`config.mk`:
```
export PLATFORM = sky130hd
export DESIGN_NAME = id_ex_pipe
export DESIGN_NICKNAME = d
export VERILOG_FILES = /design/src/rtl/id_ex_pipe_pkg.sv /design/src/rtl/id_ex_pipe_reg.sv /design/src/rtl/id_ex_pipe.sv
export SDC_FILE = /design/constraint.sdc
export NUM_CORES = 1
export LEC_CHECK = 0
export CAP_MARGIN = 20
export CORE_AREA = 2 2 278 280
export DETAILED_ROUTE_END_ITERATION = 10
export DIE_AREA = 0 0 280 282
export GPL_ROUTABILITY_DRIVEN = 0
export PLACE_DENSITY = 0.5
export SYNTH_ARGS = -nofsm -noshare
export SYNTH_HDL_FRONTEND = slang
export SYNTH_SLANG_ARGS = --single-unit
```
`constraint.sdc`:
```
create_clock -name clk -period 4.3 [get_ports clk]
set_input_delay 0.43 -clock clk [delete_from_list [all_inputs] [get_ports clk]]
set_output_delay 0.43 -clock clk [all_outputs]
set_load 0.005 [all_outputs]
```
`src/rtl/id_ex_pipe_pkg.sv`:
```
// Shared widths, load-type codes and pipeline-slot actions for the ID/EX register.
package id_ex_pipe_pkg;

  localparam int DATA_WIDTH    = 64;
  localparam int RF_ADDR_WIDTH = 5;
  localparam int LD_TYPE_WIDTH = 3;
  localparam int ALU_OP_WIDTH  = 5;
  localparam int CNT_WIDTH     = 32;

  // Kept at zero so a cleared slot reads as "no load" without special casing.
  localparam logic [LD_TYPE_WIDTH-1:0] LD_XXX = '0;

  typedef enum logic [1:0] {
    ACT_LOAD,
    ACT_BUBBLE,
    ACT_HOLD,
    ACT_FLUSH
  } slot_act_e;

endpackage

```
`src/rtl/id_ex_pipe_reg.sv`:
```
// One pipeline field: synchronous reset and clear to zero, load when enabled.
module pipe_reg #(
  parameter int WIDTH = 1
) (
  input  logic             clk,
  input  logic             rst_n,
  input  logic             en,
  input  logic             clr,
  input  logic [WIDTH-1:0] d,
  output logic [WIDTH-1:0] q
);

  // NOTE: sequential state uses non-blocking assignments so every field samples pre-edge values.
  always_ff @(posedge clk) begin
    if (!rst_n)   q <= '0;
    else if (clr) q <= '0;
    else if (en)  q <= d;
  end

endmodule

```
`src/rtl/id_ex_pipe.sv`:
```
// ID/EX pipeline register with flush/hold/bubble control and a saturating bubble counter.
module id_ex_pipe
  import id_ex_pipe_pkg::*;
#(
  parameter int DATA_WIDTH    = id_ex_pipe_pkg::DATA_WIDTH,
  parameter int RF_ADDR_WIDTH = id_ex_pipe_pkg::RF_ADDR_WIDTH,
  parameter int LD_TYPE_WIDTH = id_ex_pipe_pkg::LD_TYPE_WIDTH,
  parameter int ALU_OP_WIDTH  = id_ex_pipe_pkg::ALU_OP_WIDTH
) (
  input  logic                     clk,
  input  logic                     rst_n,
  input  logic                     Decode_Valid,
  input  logic [DATA_WIDTH-1:0]    Decode_Pc,
  input  logic [DATA_WIDTH-1:0]    Decode_Imm,
  input  logic [RF_ADDR_WIDTH-1:0] Decode_RdAddr,
  input  logic                     Decode_WbRdEn,
  input  logic [LD_TYPE_WIDTH-1:0] Decode_LdType,
  input  logic                     Decode_StEn,
  input  logic [ALU_OP_WIDTH-1:0]  Decode_AluOp,
  input  logic [DATA_WIDTH-1:0]    DecodeHazard_Rs1Data,
  input  logic [DATA_WIDTH-1:0]    DecodeHazard_Rs2Data,
  input  logic [DATA_WIDTH-1:0]    DecodeHazard_Rs3Data,
  input  logic                     DecodeHazard_StallReq,
  input  logic                     Ctrl_Flush,
  input  logic                     Ex_StallReq,
  output logic                     IDEX_Valid,
  output logic [DATA_WIDTH-1:0]    IDEX_Pc,
  output logic [DATA_WIDTH-1:0]    IDEX_Imm,
  output logic [RF_ADDR_WIDTH-1:0] IDEX_RdAddr,
  output logic                     IDEX_WbRdEn,
  output logic [LD_TYPE_WIDTH-1:0] IDEX_LdType,
  output logic                     IDEX_StEn,
  output logic [ALU_OP_WIDTH-1:0]  IDEX_AluOp,
  output logic [DATA_WIDTH-1:0]    IDEX_Rs1Data,
  output logic [DATA_WIDTH-1:0]    IDEX_Rs2Data,
  output logic [DATA_WIDTH-1:0]    IDEX_Rs3Data,
  output logic [31:0]              IDEX_BubbleCnt
);

  slot_act_e   act;
  logic        en;
  logic        clr;
  logic [31:0] bubble_cnt;

  // NOTE: default assigned first so no path through this block can infer a latch.
  always_comb begin
    act = ACT_LOAD;
    if (Ctrl_Flush)                                  act = ACT_FLUSH;
    else if (Ex_StallReq)                            act = ACT_HOLD;
    else if (DecodeHazard_StallReq || !Decode_Valid) act = ACT_BUBBLE;
  end

  // A cleared slot carries LD_XXX (zero) and WbRdEn=0, so forwarding never matches it.
  assign clr = (act == ACT_FLUSH) || (act == ACT_BUBBLE);
  assign en  = (act == ACT_LOAD);

  pipe_reg #(.WIDTH(1)) u_valid (.clk, .rst_n, .en, .clr, .d(1'b1), .q(IDEX_Valid));
  pipe_reg #(.WIDTH(DATA_WIDTH)) u_pc (.clk, .rst_n, .en, .clr, .d(Decode_Pc), .q(IDEX_Pc));
  pipe_reg #(.WIDTH(DATA_WIDTH)) u_imm (.clk, .rst_n, .en, .clr, .d(Decode_Imm), .q(IDEX_Imm));
  pipe_reg #(.WIDTH(RF_ADDR_WIDTH)) u_rd (.clk, .rst_n, .en, .clr, .d(Decode_RdAddr), .q(IDEX_RdAddr));
  pipe_reg #(.WIDTH(1)) u_wb (.clk, .rst_n, .en, .clr, .d(Decode_WbRdEn), .q(IDEX_WbRdEn));
  pipe_reg #(.WIDTH(LD_TYPE_WIDTH)) u_ld (.clk, .rst_n, .en, .clr, .d(Decode_LdType), .q(IDEX_LdType));
  pipe_reg #(.WIDTH(1)) u_st (.clk, .rst_n, .en, .clr, .d(Decode_StEn), .q(IDEX_StEn));
  pipe_reg #(.WIDTH(ALU_OP_WIDTH)) u_alu (.clk, .rst_n, .en, .clr, .d(Decode_AluOp), .q(IDEX_AluOp));
  pipe_reg #(.WIDTH(DATA_WIDTH)) u_rs1 (.clk, .rst_n, .en, .clr, .d(DecodeHazard_Rs1Data), .q(IDEX_Rs1Data));
  pipe_reg #(.WIDTH(DATA_WIDTH)) u_rs2 (.clk, .rst_n, .en, .clr, .d(DecodeHazard_Rs2Data), .q(IDEX_Rs2Data));
  pipe_reg #(.WIDTH(DATA_WIDTH)) u_rs3 (.clk, .rst_n, .en, .clr, .d(DecodeHazard_Rs3Data), .q(IDEX_Rs3Data));

  // Only load-use bubbles count; idle decode slots (Decode_Valid=0) do not.
  always_ff @(posedge clk) begin
    if (!rst_n)
      bubble_cnt <= '0;
    else if (act == ACT_BUBBLE && DecodeHazard_StallReq && bubble_cnt != 32'hFFFF_FFFF)
      bubble_cnt <= bubble_cnt + 32'd1;
  end

  assign IDEX_BubbleCnt = bubble_cnt;

endmodule

```
==> reports/metrics.yaml <==
ys_seq_area_share_pct: 56.4
maxSlewViolCount: 0
first_global_vias: 13300
synth_edf_count: 0
worstPathRequired_ps: 4800
final_cells: 3329
async_flop_share_pct: 0
grt_util_all_layers_pct: 13.0
synthFlopType: "dfxtp_1"
fin_skew_ps: 7.46
drive_gt1_share_pct: 4.60
drt_iter0_markers: 555
r2r-start: "IDEX_BubbleCnt[21]$_SDFFE_PN0P_"
die_w_um: 280
grt_setup_unrepaired: "no"
finalNetCount: 2659
grt_overflow_total: 0
clock_latency_ps: 570
end_kind: "flip-flop"
vias: 13600
wire_per_inst_um: 16.6
layout_commonest_cell: "clkdlybuf4s50_1"
drtAntennaViolNets: 0
ys_ff_latch: 368
layout_common_cells: "clkdlybuf4s50_1, nand2_1, dfxtp_1"
hold_buffers: 0
clockRootBuffer: "clkbuf_16"
synth_cells: 1656
crit_fanout: 7
power_density_nw_per_um2: 340
yosys.cell_types.count: 43
ios: 709
max_cap_violations: 0
status: "finished, final reports clean"
clkSinkCount: 368
critPathLaunch: "Ex_StallReq"
portBuffers: 708
clock.fmax_ghz: 0.408
syn-cell-area_um2: 13100
routed-wl-met3_um: 4740
placedCellCount: 3248
clockBufferDepth: 3
p_leak_nw: 7.28
hold_viol: 0
fp.coreArea_um2: 75700
hold_class: "in2reg"
reg2reg_slack_ps: 1860
ys_warn_count: 0
drt_first_pass_iters: 4
cts_resized: 0
drc_errors: 0
vias_per_cell: 4.09
setup_tns_ps: 0
initial_utilization_pct: 17.3
arrival_ps: 2950
irDropWorstVdd_mv: 0.244
m1WireLength_um: 21600
synthToLayoutAreaGrowth_pct: 73.6
post-cts-setup-buffers: 0
clkTransAtPathRegs_ps: 60
critPathKind: "in2reg"
r2r_cells: 5
startpoint_type: "input port"
synth_area_per_cell_um2: 7.89
cts_tree: "yes"
numCtsBuffers: 45
synth_top_area_cell: "dfxtp_1"
drt_wl_total_um: 55100
die_y_um: 282
grt_first_pass_wirelength_um: 80500
grt_max_degree: 141
setup_viol: 0
htree_levels: 2
synth_top_area_share_pct: 56.4
synth.area.top_cells: "dfxtp_1, nand2_1, a21oi_1"
dr.max_layer_used: "met5"
syn_nets: 1998
worstMarginPinSlew_ps: 1080
num_rows: 101
critPathCapture: "IDEX_BubbleCnt[24]$_SDFFE_PN0P_"
fin_crit_ps: 2450
whs_ps: 409
antenna_found_initial: 3
final_min_period_over_clock_period_pct: 57.0
timing.rr.end: "IDEX_BubbleCnt[19]$_SDFFE_PN0P_"
met2WireLength_um: 27600
dp_hpwl_um: 40500
die_area_um2: 79000
relSlewSlack_pct: 27.6
==> state kept, by name, indices dropped and copies added, names as in the netlist <==
register,cells
u_st.q,1
u_rs1.q,64
u_rd.q,5
u_wb.q,1
u_rs2.q,64
u_valid.q,1
u_alu.q,5
u_pc.q,64
u_ld.q,3
IDEX_BubbleCnt,32
u_imm.q,64
u_rs3.q,64
==> synthesized netlist by cell type (2+ instances only) <==
cell / instances
and4_1: 5
nand4_1: 9
inv_1: 6
clkbuf_1: 112
and3_1: 5
nand2b_1: 12
buf_1: 7
mux2i_1: 12
or3_1: 3
xnor2_1: 2
nor2_1: 5
o41ai_1: 2
xor2_1: 6
or3_2: 2
nor2b_1: 2
dfxtp_1: 368
a21oi_1: 336
nand3_1: 10
or4_1: 3
a21boi_0: 6
nand2_1: 697
o31ai_1: 2
a211oi_1: 3
o21ai_0: 7
and2_1: 9
nor4_1: 3
nor3_1: 4
a31oi_1: 2
o311ai_0: 2
==> how the worst min path moves through the flow <==
stage	startpoint	to	slack (ps)	depth (start not counted)
after global placement	u_pc.q[63]$_SDFFE_PP0N_	u_pc.q[63]$_SDFFE_PP0N_	440	2
after CTS	DecodeHazard_Rs1Data[57]	u_rs1.q[57]$_SDFFE_PP0N_	350	3
after global routing	Decode_Pc[57]	u_pc.q[57]$_SDFFE_PP0N_	390	3
after detailed placement	u_rs2.q[23]$_SDFFE_PP0N_	u_rs2.q[23]$_SDFFE_PP0N_	450	2
final	DecodeHazard_Rs2Data[7]	u_rs2.q[7]$_SDFFE_PP0N_	410	3
after floorplan	u_alu.q[0]$_SDFFE_PP0N_	u_alu.q[0]$_SDFFE_PP0N_	450	2
==> cell families after synthesis <==
| family | Yosys count | synth area share [%] |
|---|---|---|
| DFF | 368 | 56.4 |
| AOI/OAI and AO/OA | 366 | 14.7 |
| buffers and inverters | 127 | 3.72 |
| muxes | 12 | 0.919 |
| xor gates and xnor gates | 8 | 0.536 |
| adders and majority gates | 1 | 0.0957 |
| and+or+nand+nor | 774 | 23.7 |
==> metrics by stage <==
step | setup slack [ps] | power [W] | util, % | instance area, um2
after CTS | 1840 | 0.00788 | 30.0 | 22700
after detailed placement | 1290 | 0.00406 | 28.1 | 21300
after floorplan | 1970 | 0.00364 | - | 13100
after global routing | 1660 | 0.00803 | 30.0 | 22700
after global placement | 1300 | 0.00406 | 28.1 | 21300
final | 1850 | 0.00772 | 30.0 | 22700
==> where the power goes <==
group | internal (W) | switching, W | leakage (nW)
Clock | 0.00219 | 0.00155 | 0.701
Combinational | 0.000339 | 0.000206 | 3.61
Sequential | 0.00343 | 0.00000953 | 2.97
==> worst max-delay path, cell delays in order <==
cell and delay [ps]:
clkdlybuf4s50_1 480, or3b_1 540, or4_1 690, nor3_1 360, and4_1 250, mux2i_1 180
==> layout make-up <==
cell class | count | area, um2
Clock buffer | 62 | 1270
Antenna cell | 1 | 2.50
Tap cell | 978 | 1220
Multi-Input combinational cell | 1161 | 5240
Clock inverter | 18 | 165
Sequential cell | 368 | 7370
Timing Repair Buffer | 735 | 7400
Inverter | 6 | 22.5
Fill cell | 7984 | 53000
==> metal layers <==
layer	GRT usage, %	vias to the layer above
li1	-	6708
met1	14.7	6302
met2	23.1	512
met3	4.75	78
met4	3.58	6
met5	0	-
Note: power is estimated with default switching activity, not from simulation.
==> RTL change 1 (same flow settings) <==
Change the package constant `RF_ADDR_WIDTH` from 5 to 6.
--- a/src/rtl/id_ex_pipe_pkg.sv
+++ b/src/rtl/id_ex_pipe_pkg.sv
@@ -2,7 +2,7 @@
 package id_ex_pipe_pkg;
 
   localparam int DATA_WIDTH    = 64;
-  localparam int RF_ADDR_WIDTH = 5;
+  localparam int RF_ADDR_WIDTH = 6;
   localparam int LD_TYPE_WIDTH = 3;
   localparam int ALU_OP_WIDTH  = 5;
   localparam int CNT_WIDTH     = 32;
Interface: changed (resized Decode_RdAddr and IDEX_RdAddr); port bits go from 709 to 711. The function was not compared with the original's and may differ.
==> RTL change 1 against the unedited design <==
Synthesized area increased by 0.11%. Die area did not move. Count of clock-buffer cells in the layout grew 2. Core utilization about the same. Setup slack better by 0.011 ns. Total power down 2.1%. Sequential cell count increased by 1. Critical path type unchanged. Wire length decreased by 1.3%. Synthesized cell count rose by 0.48%. Cell area about the same.
==> RTL change 1: results (changes against the unedited design) <==
outcome:
  outcome: "complete, no violations"
synth:
  seq_area_frac_synth: 0.565  # +0.000937
  synth_area_leaders: "dfxtp_1, nand2_1, a21oi_1"
  syn_nets: 2007  # +0.45%
  ys.flop_type: "dfxtp_1"
  synth_common_cells: "nand2_1, dfxtp_1, a21oi_1, clkbuf_1, nor2_1"
  synthDistinctLibCells: 35  # -19%
setup_path:
  cp.arrival_ns: 2.92  # -0.03 ns
  crit_slowest_cell: "or3_4"
  r2r-start: "IDEX_BubbleCnt[0]"
  crit_end: "u_imm.q[51]"
  cp-startpoint: "rst_n"
  timing.rr.end: "IDEX_BubbleCnt[20]"
  critPathTopFamily: "buffers and inverters"
  crit_fanout: 74  # +67
  reg2reg_slack_ns: 2.00  # +0.14 ns
  worstRegToRegCells: 6  # +1
routing:
  first_pass_iters: 7  # +3
  vias: 13669  # +0.46%
  drtIter0Drc: 517  # -6.8%
  wire_per_inst_um: 16.3  # -1.8%
finish:
  layout.nets: 2680  # +0.79%
  nFillCells: 8047  # +0.79%
  area_growth_pct: 73.6  # about the same
  drive_gt1_frac: 0.0469  # +0.000957
grt:
  grt_usage: 0.129  # -0.000975
  grt_first_pass_wirelength_um: 80500  # about the same
  grt_max_degree: 112  # -21%
  antenna_found_initial: 2  # -1
placement:
  place_hpwl_um: 40400  # -0.15%
  port_buffers: 710  # +0.28%
power:
  ir_worst_vdd_mv: 0.215  # -12%
  leakage_nw: 7.23  # -0.69%
sta:
  skew_ns: 0.00812  # +0.000667 ns
  worstMarginPinSlew_ns: 1.05  # -0.0301 ns
clock_tree:
  clk_path_buf_depth: 3  # unchanged
  cts_setup_buffers: 0  # unchanged
  cts_buffers: 44  # -2.2%
-- RTL change 1: power groups by stage --
stage               Combinational [W]  Clock, W  Sequential, W
global placement             0.000551         0        0.00352
CTS                          0.000556   0.00371        0.00345
detailed placement           0.000552         0        0.00352
global route                 0.000590   0.00384        0.00345
floorplan                    0.000128         0        0.00352
finish                       0.000548   0.00356        0.00345
-- RTL change 1: area by class of cell --
cell class / instances / share of cell area
timing repair buffer: 748 / 0.330
tap: 978 / 0.0539
clock inverter: 11 / 0.00281
sequential: 369 / 0.325
clock buffer: 64 / 0.0571
inverter: 4 / 0.000661
multi-input combinational: 1170 / 0.230
-- RTL change 1: stage by stage --
step	util	std cells	worst slack (ns)	area, um^2	total power [W]
3_3_place_gp	0.282	3269	1.34	21300	0.00407
4_1_cts	0.300	3344	1.90	22700	0.00771
6_report	0.300	3344	1.86	22700	0.00755
3_5_place_dp	0.282	3269	1.28	21300	0.00407
5_1_grt	0.300	3344	1.74	22700	0.00787
2_1_floorplan	-	1664	2.11	13100	0.00365
-- RTL change 1: cells by family (layout without fill, tap and decap cells) --
kind of cell,after synthesis,count (layout),synth area share
xor gates and xnor gates,8,8,0.00536
AOI/OAI and AO/OA,369,369,0.145
and+or+nand+nor,781,781,0.239
adders and majority gates,1,1,0.000956
muxes,11,11,0.00842
DFF,369,369,0.565
buffers and inverters,125,827,0.0365
-- RTL change 1: how the worst min path moves through the flow --
| stage | end | slack [ns] | start | cells after the start |
|---|---|---|---|---|
| 5_1_grt | u_imm.q[25] | 0.39 | Decode_Imm[25] | 3 |
| 6_report | u_alu.q[4] | 0.42 | Decode_AluOp[4] | 3 |
| 2_1_floorplan | u_alu.q[0] | 0.45 | u_alu.q[0] | 2 |
| 4_1_cts | u_rs1.q[22] | 0.36 | DecodeHazard_Rs1Data[22] | 3 |
| 3_5_place_dp | u_pc.q[48] | 0.45 | u_pc.q[48] | 2 |
| 3_3_place_gp | u_rs1.q[18] | 0.44 | u_rs1.q[18] | 2 |
-- RTL change 1: worst register-to-register path: stages, from the launching register on --
cell and delay (ns):
dfxtp_1 0.42, ha_1 0.28, nand3_1 0.16, or4_4 0.59, a2111oi_1 0.48, xnor2_1 0.18
nor2_1 0.05
-- RTL change 1: routing by layer --
layer | GRT usage | vias up | wire (um)
li1 | - | 6769 | -
met1 | 0.144 | 6331 | 21200
met2 | 0.233 | 493 | 27400
met3 | 0.0437 | 74 | 4580
met4 | 0.0385 | 2 | 1220
met5 | 0 | - | 11
==> RTL change 2 (same settings) <==
Without the edit above. Put one more register stage on the output `IDEX_BubbleCnt`, with the module's reset. The value now appears one clock later. The other outputs are not delayed to match.
--- a/src/rtl/id_ex_pipe.sv
+++ b/src/rtl/id_ex_pipe.sv
@@ -74,7 +74,13 @@
       bubble_cnt <= bubble_cnt + 32'd1;
   end
 
-  assign IDEX_BubbleCnt = bubble_cnt;
+  always_ff @(posedge clk) begin
+    if (!rst_n) begin
+      IDEX_BubbleCnt <= '0;
+    end else begin
+      IDEX_BubbleCnt <= bubble_cnt;
+    end
+  end
 
 endmodule
 
Formal check against the unedited RTL: not equivalent (Yosys sat finds a counterexample within 4 cycles, from zero or initial values and one cycle with rst_n low).
==> RTL change 2 against the unedited design <==
Clock power is 12% higher. Hold slack got worse by 0.014 ns. Total power increased by 9.5%. Cell area grew 4.0%. Via count rose by 2.0%. Synthesized area is 6.2% higher. Setup slack improved by 0.15 ns. Sequential share of layout area is 1.5 points higher. Sequential cell count grew 32. Wire length is 0.46% lower. Sequential power increased by 8.4%.
==> RTL change 2: results (changes against the unedited design) <==
routing:
  drtIter0Drc: 532  # -4.1%
  wire_per_inst_um: 16.2  # -2.0%
  vias_per_cell: 4.10  # +0.39%
  first_pass_iters: 5  # +1
setup_path:
  max_stage_delay_ns: 0.60  # -0.09 ns
  crit_fanout: 8  # +1
  cp.arrival_ns: 2.76  # -0.19 ns
  critPathTopFamily: "simple AND/OR/NAND/NOR gates"
  crit_slowest_cell: "or4_4"
synth:
  syn_nets: 2055  # +2.9%
  synth_area_leaders: "dfxtp_1, nand2_1, a21oi_1"
  seq_area_frac_synth: 0.577  # +0.0134
  synth_common_cells: "nand2_1, dfxtp_1, a21oi_1, clkbuf_1, nor2_1"
finish:
  drive_gt1_frac: 0.0491  # +0.00315
  layout.nets: 2709  # +1.9%
  fin_cells: 3382  # +1.6%
placement:
  place_ws_ns: 1.44  # +0.155 ns
  placed_area_mm2: 0.0220  # +3.4%
  post-place-cells: 3294  # +1.4%
  place_hpwl_um: 39600  # -2.3%
outcome:
  outcome: "complete, no violations"
clock_tree:
  cts_buffers: 48  # +6.7%
grt:
  antenna_found_initial: 2  # -1
  grt_max_degree: 137  # -2.8%
  grt_pass1_vias: 13852  # +3.9%
power:
  leakage_nw: 7.60  # +4.4%
  ir_worst_vdd_mv: 0.248  # +1.9%
==> RTL change 2: cell types whose count changed in the layout (fill, tap and decap cells not counted), sizes merged, moves of 12 or more <==
cell	before	now
and2	10	32
dfxtp	368	400
mux2	0	12
mux2i	12	0
nand2b	12	0
nor2	5	33
==> RTL change 2: logic make-up (layout without fill, tap and decap cells) <==
family / count (synthesis) / after routing / share of synthesized area
buffers and inverters: 125 / 815 / 0.0342
DFF: 400 / 400 / 0.577
other: 0 / 1 / 0
xor gates and xnor gates: 13 / 13 / 0.00821
adders and majority gates: 1 / 1 / 0.000902
AOI/OAI and AO/OA: 357 / 357 / 0.132
and+or+nand+nor: 805 / 805 / 0.238
muxes: 12 / 12 / 0.00974
==> RTL change 2: per-layer routing <==
layer	share of wire	up-vias	track usage
li1	-	6861	-
met1	0.39	6399	0.147
met2	0.49	517	0.227
met3	0.084	97	0.0433
met4	0.033	2	0.0511
met5	0.00024	-	0
==> RTL change 2: final timing paths <==
path	end	slack, ns	depth (start not counted)	from
worst max-delay path	bubble_cnt[31]	2.00	5	bubble_cnt[8]
worst min-delay path	u_alu.q[3]	0.39	3	Decode_AluOp[3]
worst max register to register	bubble_cnt[31]	2.00	5	bubble_cnt[8]
worst min register to register	u_rs2.q[14]	0.45	2	u_rs2.q[14]
==> RTL change 2: final cells by class <==
class | count | area [um^2]
Antenna cell | 1 | 2.50
Clock buffer | 71 | 1400
Clock inverter | 15 | 215
Fill cell | 7930 | 52100
Inverter | 3 | 11.3
Multi-Input combinational cell | 1188 | 5410
Sequential cell | 400 | 8010
Tap cell | 978 | 1220
Timing Repair Buffer | 726 | 7330
==> RTL change 2: power by group <==
group	internal, W	switching (W)	leakage [nW]
clock network	0.00255	0.00163	0.796
registers	0.00372	0.00000968	3.22
logic	0.000333	0.000203	3.58
